<file path="src/rtl/alu_sched.sv">
// Round-robin scheduler sharing one combinational ALU between two requesters.
// Optional ALU_SCHED_OPCHECK_EN: illegal opcodes bypass the ALU and return rsp_err.
module alu_sched #(
    parameter int WIDTH = 32
) (
    input  logic             clk,
    input  logic             rst,
    input  logic [1:0]       req_valid,
    output logic [1:0]       req_ready,
    input  logic [3:0]       req0_opcode,
    input  logic [WIDTH-1:0] req0_operand1,
    input  logic [WIDTH-1:0] req0_operand2,
    input  logic [3:0]       req1_opcode,
    input  logic [WIDTH-1:0] req1_operand1,
    input  logic [WIDTH-1:0] req1_operand2,
    output logic [3:0]       alu_opcode,
    output logic [WIDTH-1:0] alu_operand1,
    output logic [WIDTH-1:0] alu_operand2,
    input  logic [WIDTH-1:0] alu_result,
    output logic             rsp_valid,
    input  logic             rsp_ready,
    output logic             rsp_id,
    output logic [WIDTH-1:0] rsp_result,
    output logic             rsp_err
);

    typedef enum logic [1:0] {
        IDLE = 2'd0,
        EXEC = 2'd1,
        RESP = 2'd2
    } state_t;

    state_t           state, state_next;
    logic             prio;
    logic             grant_id;
    logic             accept;
    logic [3:0]       grant_opcode;
    logic [WIDTH-1:0] grant_operand1;
    logic [WIDTH-1:0] grant_operand2;

    // NOTE: every signal written here gets a default first, so no path leaves it unassigned and no latch is inferred.
    always_comb begin
        req_ready = 2'b00;
        grant_id  = prio;
        accept    = 1'b0;
        if (state == IDLE && !rst) begin
            grant_id            = req_valid[prio] ? prio : ~prio;
            accept              = req_valid[grant_id];
            req_ready[grant_id] = req_valid[grant_id];
        end
    end

    assign grant_opcode   = grant_id ? req1_opcode   : req0_opcode;
    assign grant_operand1 = grant_id ? req1_operand1 : req0_operand1;
    assign grant_operand2 = grant_id ? req1_operand2 : req0_operand2;

`ifdef ALU_SCHED_OPCHECK_EN
    logic illegal;
    assign illegal = (grant_opcode == 4'd0) || (grant_opcode > 4'd7);
`endif

    always_comb begin
        state_next = state;
        case (state)
            IDLE: begin
                if (accept) begin
`ifdef ALU_SCHED_OPCHECK_EN
                    state_next = illegal ? RESP : EXEC;
`else
                    state_next = EXEC;
`endif
                end
            end
            EXEC:    state_next = RESP;
            RESP:    if (rsp_ready) state_next = IDLE;
            default: state_next = IDLE;
        endcase
    end

    // NOTE: state and data registers use non-blocking assignments so every flop samples pre-edge values.
    always_ff @(posedge clk) begin
        if (rst) state <= IDLE;
        else     state <= state_next;
    end

    always_ff @(posedge clk) begin
        if (rst) begin
            prio         <= 1'b0;
            alu_opcode   <= 4'b0000;
            alu_operand1 <= '0;
            alu_operand2 <= '0;
            rsp_valid    <= 1'b0;
            rsp_id       <= 1'b0;
            rsp_result   <= '0;
`ifdef ALU_SCHED_OPCHECK_EN
            rsp_err      <= 1'b0;
`endif
        end else begin
            case (state)
                IDLE: begin
                    if (accept) begin
                        rsp_id <= grant_id;
`ifdef ALU_SCHED_OPCHECK_EN
                        if (illegal) begin
                            // Illegal opcode never reaches the ALU; answer next cycle.
                            rsp_err    <= 1'b1;
                            rsp_result <= '0;
                            rsp_valid  <= 1'b1;
                        end else begin
                            rsp_err      <= 1'b0;
                            alu_opcode   <= grant_opcode;
                            alu_operand1 <= grant_operand1;
                            alu_operand2 <= grant_operand2;
                        end
`else
                        alu_opcode   <= grant_opcode;
                        alu_operand1 <= grant_operand1;
                        alu_operand2 <= grant_operand2;
`endif
                    end
                end
                EXEC: begin
                    rsp_result <= alu_result;
                    rsp_valid  <= 1'b1;
                end
                RESP: begin
                    if (rsp_ready) begin
                        rsp_valid <= 1'b0;
                        prio      <= ~rsp_id;
                    end
                end
                default: ;
            endcase
        end
    end

`ifndef ALU_SCHED_OPCHECK_EN
    assign rsp_err = 1'b0;
`endif

endmodule

</file>
<file path="config.mk">
export PLATFORM = sky130hd
export DESIGN_NAME = alu_sched
export DESIGN_NICKNAME = d
export VERILOG_FILES = /design/src/rtl/alu_sched.sv
export SDC_FILE = /design/constraint.sdc
export NUM_CORES = 1
export LEC_CHECK = 0
export BUFFER_PORTS_ARGS = -buffer_cell sky130_fd_sc_hd__buf_2
export CAP_MARGIN = 20
export CORE_UTILIZATION = 25
export DETAILED_ROUTE_END_ITERATION = 6
export GPL_TIMING_DRIVEN = 0
export SYNTH_ARGS = -nofsm -noshare
export SYNTH_HDL_FRONTEND = slang
export SYNTH_SLANG_ARGS = --single-unit
</file>
<file path="constraint.sdc">
create_clock -name clk -period 4.9 [get_ports clk]
set_clock_uncertainty 0.2 [all_clocks]
set_input_delay 0.735 -clock clk [delete_from_list [all_inputs] [get_ports clk]]
set_output_delay 0.735 -clock clk [all_outputs]
set_load 0.02 [all_outputs]
</file>
---- Word level (Yosys, flattened, before mapping) ----
Cells that the tools add are included.
operators by class
  $lt $le $gt $ge ......................... 3
  eq/ne operators ......................... 4
  mux-type cells .......................... 18
  bitwise logic cells ..................... 3
  reduce and logical (&&, ||, !) cells .... 9
operators by type and width
  operator            count
  $mux 32             2
  $mux 1              9
  $reduce_and 2->1    4
  $mux 2              3
  $pmux 2 s3          1
  $lt 1x2->1 const B  2
  $mux 4              1
  $ne 2x2->1 const B  2
  $and 2x2->2         1
  $eq 2x1->1 const B  1
  $eq 2x2->1 const B  1
  $logic_and 1x1->1   2
  $logic_not 2->1     1
  $not 1->1           2
  $pmux 1 s2          1
  $reduce_bool 2->1   1
  $demux 1 s1         1
  $ge 1x1->1 const B  1
  $logic_not 1->1     1
storage, ports and cells
  bits in registers ....................... 105
  input port bits ......................... 173
  logic and storage cells ................. 45

---- Depth between registers and ports, before layout ----
Gate-level depths: netlist of run 1.
  depth after elaboration ................. 9
  mapped depth ............................ 7

---- Worst setup path before layout of run 1 ----
No wires, ideal clock.
  kind .................................... input port to output port
  start point ............................. input rst
  end point ............................... output req_ready[1]
  arrival ................................. 1.692 ns
  setup slack ............................. 2.273 ns
  stages .................................. 5
  path buffers ............................ 2
  cell sequence ........................... nor3_1 > o21ai_1 > buf_2 > buf_1 > nor2_1
between the ends
  longest elaborated chain between the ends .. 3
RTL lines
  item               RTL line  RTL
  from (decl)        7         input logic rst,
  $logic_not 1->1    46        if (state == IDLE && !rst) begin
  $logic_and 1x1->1  46
  $mux 2             46
  to (decl)          9         output logic [1:0] req_ready,
Every way passes these cells.

---- Worst setup path in the final report of run 1 ----
Same ends and word-level chain as after synthesis.

==> results of run 1 <==
cell families (layout without fill, tap and decap cells):
family	after synthesis	count (layout)	synth area share, %
mux	68	68	15.7
compound gates	105	105	12.2
simple gates	146	146	19.1
flops	105	105	48.4
other cells	1	1	0.0863
buf+inv	44	334	4.58
area by class of cell:
class                           count  area [um2]  area share [%]
Buffer                             43         195            3.10
Clock buffer                       10         239            3.80
Clock inverter                      4        53.8           0.855
Inverter                            1        3.75          0.0596
Multi-Input combinational cell    320        2040            32.5
Sequential cell                   105        2100            33.4
Tap cell                          220         275            4.37
Timing Repair Buffer              276        1380            21.9
metrics by stage:
step                      worst slack, ns  area (um2)
after floorplan                      2.27        4350
after global placement               1.79        6000
after detailed placement             1.81        6000
after CTS                            1.80        6290
after global routing                 1.66        6290
final                                1.87        6290
path summary, 6_finish.rpt:
check,end,cells after the start
setup / recovery,req_ready[1],7
hold / removal,rsp_result[1]$_SDFFE_PP0P_,2
setup reg to reg,alu_operand2[0]$_SDFFE_PP0P_,7
hold reg to reg,rsp_result[1]$_SDFFE_PP0P_,2
critical path, delay by kind of cell:
| family | cells | cell delay [ns] |
|---|---|---|
| buffers and inverters | 4 | 1.06 |
| AND/OR/NAND/NOR | 2 | 0.16 |
| AO/OA/AOI/OAI | 1 | 0.13 |
layer usage:
metal | global-route usage [%] | vias to the layer above
li1 | - | 2205
met5 | 0 | -
met3 | 3.29 | 18
met2 | 27.0 | 148
met1 | 19.0 | 1937
met4 | 6.50 | 0
registers in the layout, indices dropped and copies added (netlist names):
name	cells
rsp_result	32
alu_operand2	32
rsp_id	1
rsp_valid	1
state	2
prio	1
alu_opcode	4
alu_operand1	32
synthesized netlist by cell type (all sizes together):
cell type,instances
a211oi,1
a21oi,34
a22o,1
and2,1
and3b,1
buf,12
clkbuf,31
conb,1
dfxtp,105
inv,1
mux2i,68
nand2,64
nand2b,1
nand3b,68
nor2,5
nor2b,1
nor3,3
o21ai,69
or3b,1
or4,1
power groups by stage:
stage               Sequential [W]  Combinational (W)  Clock [W]
finish                    0.000988           0.000537   0.000724
global route              0.000998           0.000588   0.000789
CTS                       0.000988           0.000547   0.000756
detailed placement         0.00101           0.000546          0
global placement           0.00100           0.000543          0
floorplan                  0.00111           0.000205          0
==> reports/results.ini, run 1 <==
[yosys]
ys_seq_area_share_pct = 48.4
syn-num-nets = 642
syn_area_mm2 = 0.00435
synth.avg_cell_area_um2 = 9.27
ys_ff_latch = 105
synth_area_leader_cell = dfxtp_1
yosysTopAreaCellShare_pct = 48.4
synthCells = 469
yosysUniqueCellTypes = 24
netlist_top_cells_area = dfxtp_1, mux2i_1, nand3b_1
ys_warn_count = 0

[clocking]
cts_made_buffers = 9
root_buffer = clkbuf_16
cts_resized = 0
clkTransAtPathRegs_ns = 0.07
cts_max_path_buffers = 2
cts_setup_buffers = 0
htreeDepth = 3
cts_tree = done
clock_latency_ns = 0.34
cts_num_sinks = 105
hold_buffers = 0

[power]
p_clk_share_pct = 32.2
p_int_w = 0.00156
power.density_cell_area_mw_per_mm2 = 357
leakage_nw = 2.87
p_total_w = 0.00225
power_switching_w = 0.000686
share_comb_of_total_power_pct = 23.9
peakVddDrop_mv = 0.199
pwr-share-seq_pct = 43.9
sw_frac_of_total_pct = 30.5

[floorplanning]
start_util_pct = 25.9
rows = 47
ios = 278
die_w_um = 134
core_area_mm2 = 0.0168
die_h_um = 134
die-area_mm2 = 0.0179

[critical_path]
required_ns = 3.96
path_cells = buf_2 > nor3_1 > o21ai_1 > buf_2 > buf_1 > nor2_1 > buf_2
end_kind = primary output
startpoint = rst
worstPathArrival_ns = 2.10
cp_max_fo = 10
start_kind = input pin
r2r_slack_ns = 2.54
worst_path_most_repeated_cell = buf_2
critPathMaxStageDelay_ns = 0.45
cp_slowest_cell = buf_1
crit_type = input pin to primary output
reg2reg_from = state[1]$_SDFFE_PP0P_

[timing]
finalCritPeriodShare_pct = 61.9
fin_crit_ns = 3.03
tns_ns = 0
relSlewSlack_pct = 54.8
finalHoldViolCount = 0
max_freq_ghz = 0.330
whs_ns = 0.253
report.final.slew_viol_count = 0
rsz0062_at_grt = false
finalSetupViolations = 0
worstMarginPinSlew_ns = 0.679

[drt]
drt_first_pass_iters = 4
vias = 4308
drt_iter0_drc = 222
met2_length_mm = 6.95
top_layer = met4
wl_per_cell_um = 14.6
viasPerCell = 4.40
routed_wl_mm = 14.3
drcViolationCount = 0
wl_met3_um = 793
ant_nets = 0
route.layer.met1.wl_mm = 6.27

[run_status]
status = finished, final reports clean

[place]
dp_cells = 965
port_buffers = 276
dp_hpwl_mm = 11.0
place.gp.congestion = 0.773

[final_layout]
area_growth_pct = 44.9
drive_gt1_share_pct = 39.7
fin_nets = 929
n_fill_cell = 1796
final_common_cell = buf_2
final_core_util_pct = 37.6
num_antenna_cells = 0
final_cell_mix = buf_2, dfxtp_1, mux2i_1, nand3b_1, nand2_1
final_cells = 979

[grt]
grt_pass1_wl_mm = 21.8
grt_pass1_vias = 4103
antenna_found_initial = 2
grtUsageTotal_pct = 15.7
grt_max_degree = 17
grt_overflow = 0

[run]
drv_cap = 0

[worst_hold_path]
hold_start = rsp_result[1]$_SDFFE_PP0P_
hp-class = register to register

Power figures use the tool's default switching activity.
==> run 2, diff against run 1 <==
Clock period 4.9 ns to 2.62 ns, I/O delays scaled along.
==> run 2 against run 1 <==
Final cell count unchanged; worst setup slack worse by 1.6 ns; final area about the same; power up 87%; non-clock buffer count unchanged; first-iteration DRC count down 7.7%; core utilization about the same; sequential power up 87%; register-to-register slack worse by 2.1 ns; combinational power up 88%; via count about the same; critical endpoint unchanged; largest power group unchanged.
==> reports/results.ini, run 2 (synthesis results as in run 1) <==
[run_status]
status = finished, final reports clean

[critical_path]
startpoint = state[1]$_SDFFE_PP0P_
worst_path_most_repeated_cell = buf_2
critPathMaxStageDelay_ns = 0.35  ; -0.10 ns
timing.critical_path.to = req_ready[1]
reg2reg_from = state[1]$_SDFFE_PP0P_
start_kind = register
r2r_slack_ns = 0.44  ; -2.10 ns
path_cells = nor3_1 > o21ai_1 > buf_2 > buf_2 > nor2_1 > buf_2
end_kind = primary output
cp_slowest_cell = dfxtp_1
r2r_cells = 7  ; unchanged
worstPathArrival_ns = 1.80  ; -0.30 ns
r2r_end = alu_operand2[19]$_SDFFE_PP0P_
crit_type = register to primary output
cp_max_fo = 10  ; unchanged
required_ns = 2.03  ; -1.93 ns

[final_layout]
multi_input_area_mm2 = 0.00204  ; unchanged
num_antenna_cells = 0  ; unchanged
area_growth_pct = 44.9  ; about the same
final_common_cell = buf_2
n_fill_cell = 1797  ; +0.056%
drive_gt1_share_pct = 39.9  ; +0.26 points
top_regs = alu_operand1: 32 flops, alu_operand2: 32 flops, rsp_result: 32 flops
fin_nets = 929  ; unchanged
final_cells = 979  ; unchanged
final_cell_mix = buf_2, dfxtp_1, mux2i_1, nand3b_1, nand2_1
regArea_mm2 = 0.00210  ; unchanged

[grt]
grt_overflow = 0  ; unchanged
antenna_found_initial = 2  ; unchanged
grt_pass1_wl_mm = 21.8  ; unchanged
grtUsageTotal_pct = 15.7  ; unchanged
grt_max_degree = 17  ; unchanged
grt_pass1_vias = 4099  ; -0.097%

[clocking]
cts_resized = 1  ; +1
cts_setup_buffers = 0  ; unchanged
htreeDepth = 3  ; unchanged
cts_max_path_buffers = 2  ; unchanged
cts_num_sinks = 105  ; unchanged
clock_latency_ns = 0.34  ; about the same
hold_buffers = 0  ; unchanged
cts_tree = done
clkTransAtPathRegs_ns = 0.07  ; about the same
cts_made_buffers = 9  ; unchanged
root_buffer = clkbuf_16

[place]
dp_hpwl_mm = 11.0  ; unchanged
port_buffers = 276  ; unchanged
dp_cells = 965  ; unchanged
post-place-ws_ns = 0.0304  ; -1.78 ns
place.gp.congestion = 0.773  ; unchanged

[drt]
wl_per_cell_um = 14.6  ; +0.31%
drt_iter0_drc = 205  ; -7.7%
drt_first_pass_iters = 4  ; unchanged
ant_nets = 0  ; unchanged
routed_wl_mm = 14.3  ; +0.31%
viasPerCell = 4.40  ; about the same
drcViolationCount = 0  ; unchanged
vias = 4311  ; +0.070%

[timing]
finalSetupViolations = 0  ; unchanged
fin_crit_ns = 2.39
max_freq_ghz = 0.418
finalCritPeriodShare_pct = 91.3
report.final.slew_viol_count = 0  ; unchanged
worstMarginPinSlew_ns = 0.695  ; +0.0160 ns
finalHoldViolCount = 0  ; unchanged
tns_ns = 0  ; unchanged
rsz0062_at_grt = false
relSlewSlack_pct = 53.7  ; -1.1 points
layout_setup_ws_ns = 0.228  ; -1.64 ns

[floorplanning]
core_area_mm2 = 0.0168  ; unchanged
ios = 278  ; unchanged
die_w_um = 134  ; unchanged
die-area_mm2 = 0.0179  ; unchanged
rows = 47  ; unchanged
start_util_pct = 25.9  ; unchanged
die_h_um = 134  ; unchanged

[power]
peakVddDrop_mv = 0.373  ; +87%
power.density_cell_area_mw_per_mm2 = 668  ; +87%
leakage_nw = 2.88  ; +0.16%

[worst_hold_path]
hp-class = input pin to register

[run]
drv_cap = 0  ; unchanged

-- run 2: cell count changes in the layout (fill, tap and decap cells not counted), sizes merged --
cell	change
buf	-1
clkbuf	+1
-- run 2: worst max-delay path, delay by kind of cell, from the launching register on --
kind	cells	cell delay, ns
buffers and inverters	3	0.61
DFF	1	0.35
and+or+nand+nor	2	0.35
AOI/OAI and AO/OA	1	0.14
-- run 2: area by class of cell --
class                      count  area share [%]
clock buffer                  10            3.79
timing repair buffer         276            21.9
multi-input combinational    320            32.5
tap                          220            4.37
inverter                       1          0.0596
clock inverter                 4           0.854
buffer                        43            3.14
sequential                   105            33.4
-- run 2: routing by layer --
metal,up-vias,global-route usage [%],share of wire [%],wire length (um)
met5,-,0,0,0
met1,1941,19.1,44,6260
li1,2204,-,-,-
met4,0,6.50,2.0,288
met2,148,27.0,49,6980
met3,18,3.29,5.7,818
-- run 2: metrics by stage --
stage	instance area, um2	total power [W]	hold WS [ns]	utilization [%]
CTS	6300	0.00429	0.0628	37.6
finish	6300	0.00421	0.0804	37.6
global route	6300	0.00444	0.0710	37.6
global placement	6000	0.00290	0.239	35.8
detailed placement	6000	0.00290	0.243	35.8
floorplan	4350	0.00247	0.304	-
-- run 2: how the worst min path moves through the flow --
stage	from	end	slack, ns	depth (start not counted)
global route	alu_result[1]	rsp_result[1]$_SDFFE_PP0P_	0.07	3
CTS	alu_result[1]	rsp_result[1]$_SDFFE_PP0P_	0.06	3
floorplan	prio$_SDFFE_PP0P_	prio$_SDFFE_PP0P_	0.30	2
detailed placement	rsp_result[29]$_SDFFE_PP0P_	rsp_result[29]$_SDFFE_PP0P_	0.24	2
finish	alu_result[27]	rsp_result[27]$_SDFFE_PP0P_	0.08	3
global placement	rsp_result[5]$_SDFFE_PP0P_	rsp_result[5]$_SDFFE_PP0P_	0.24	2
-- run 2: power breakdown --
| part | switching [W] | internal, W |
|---|---|---|
| logic | 0.000607 | 0.000399 |
| registers | 0.0000823 | 0.00177 |
| clock network | 0.000594 | 0.000760 |
| total | 0.00128 | 0.00292 |
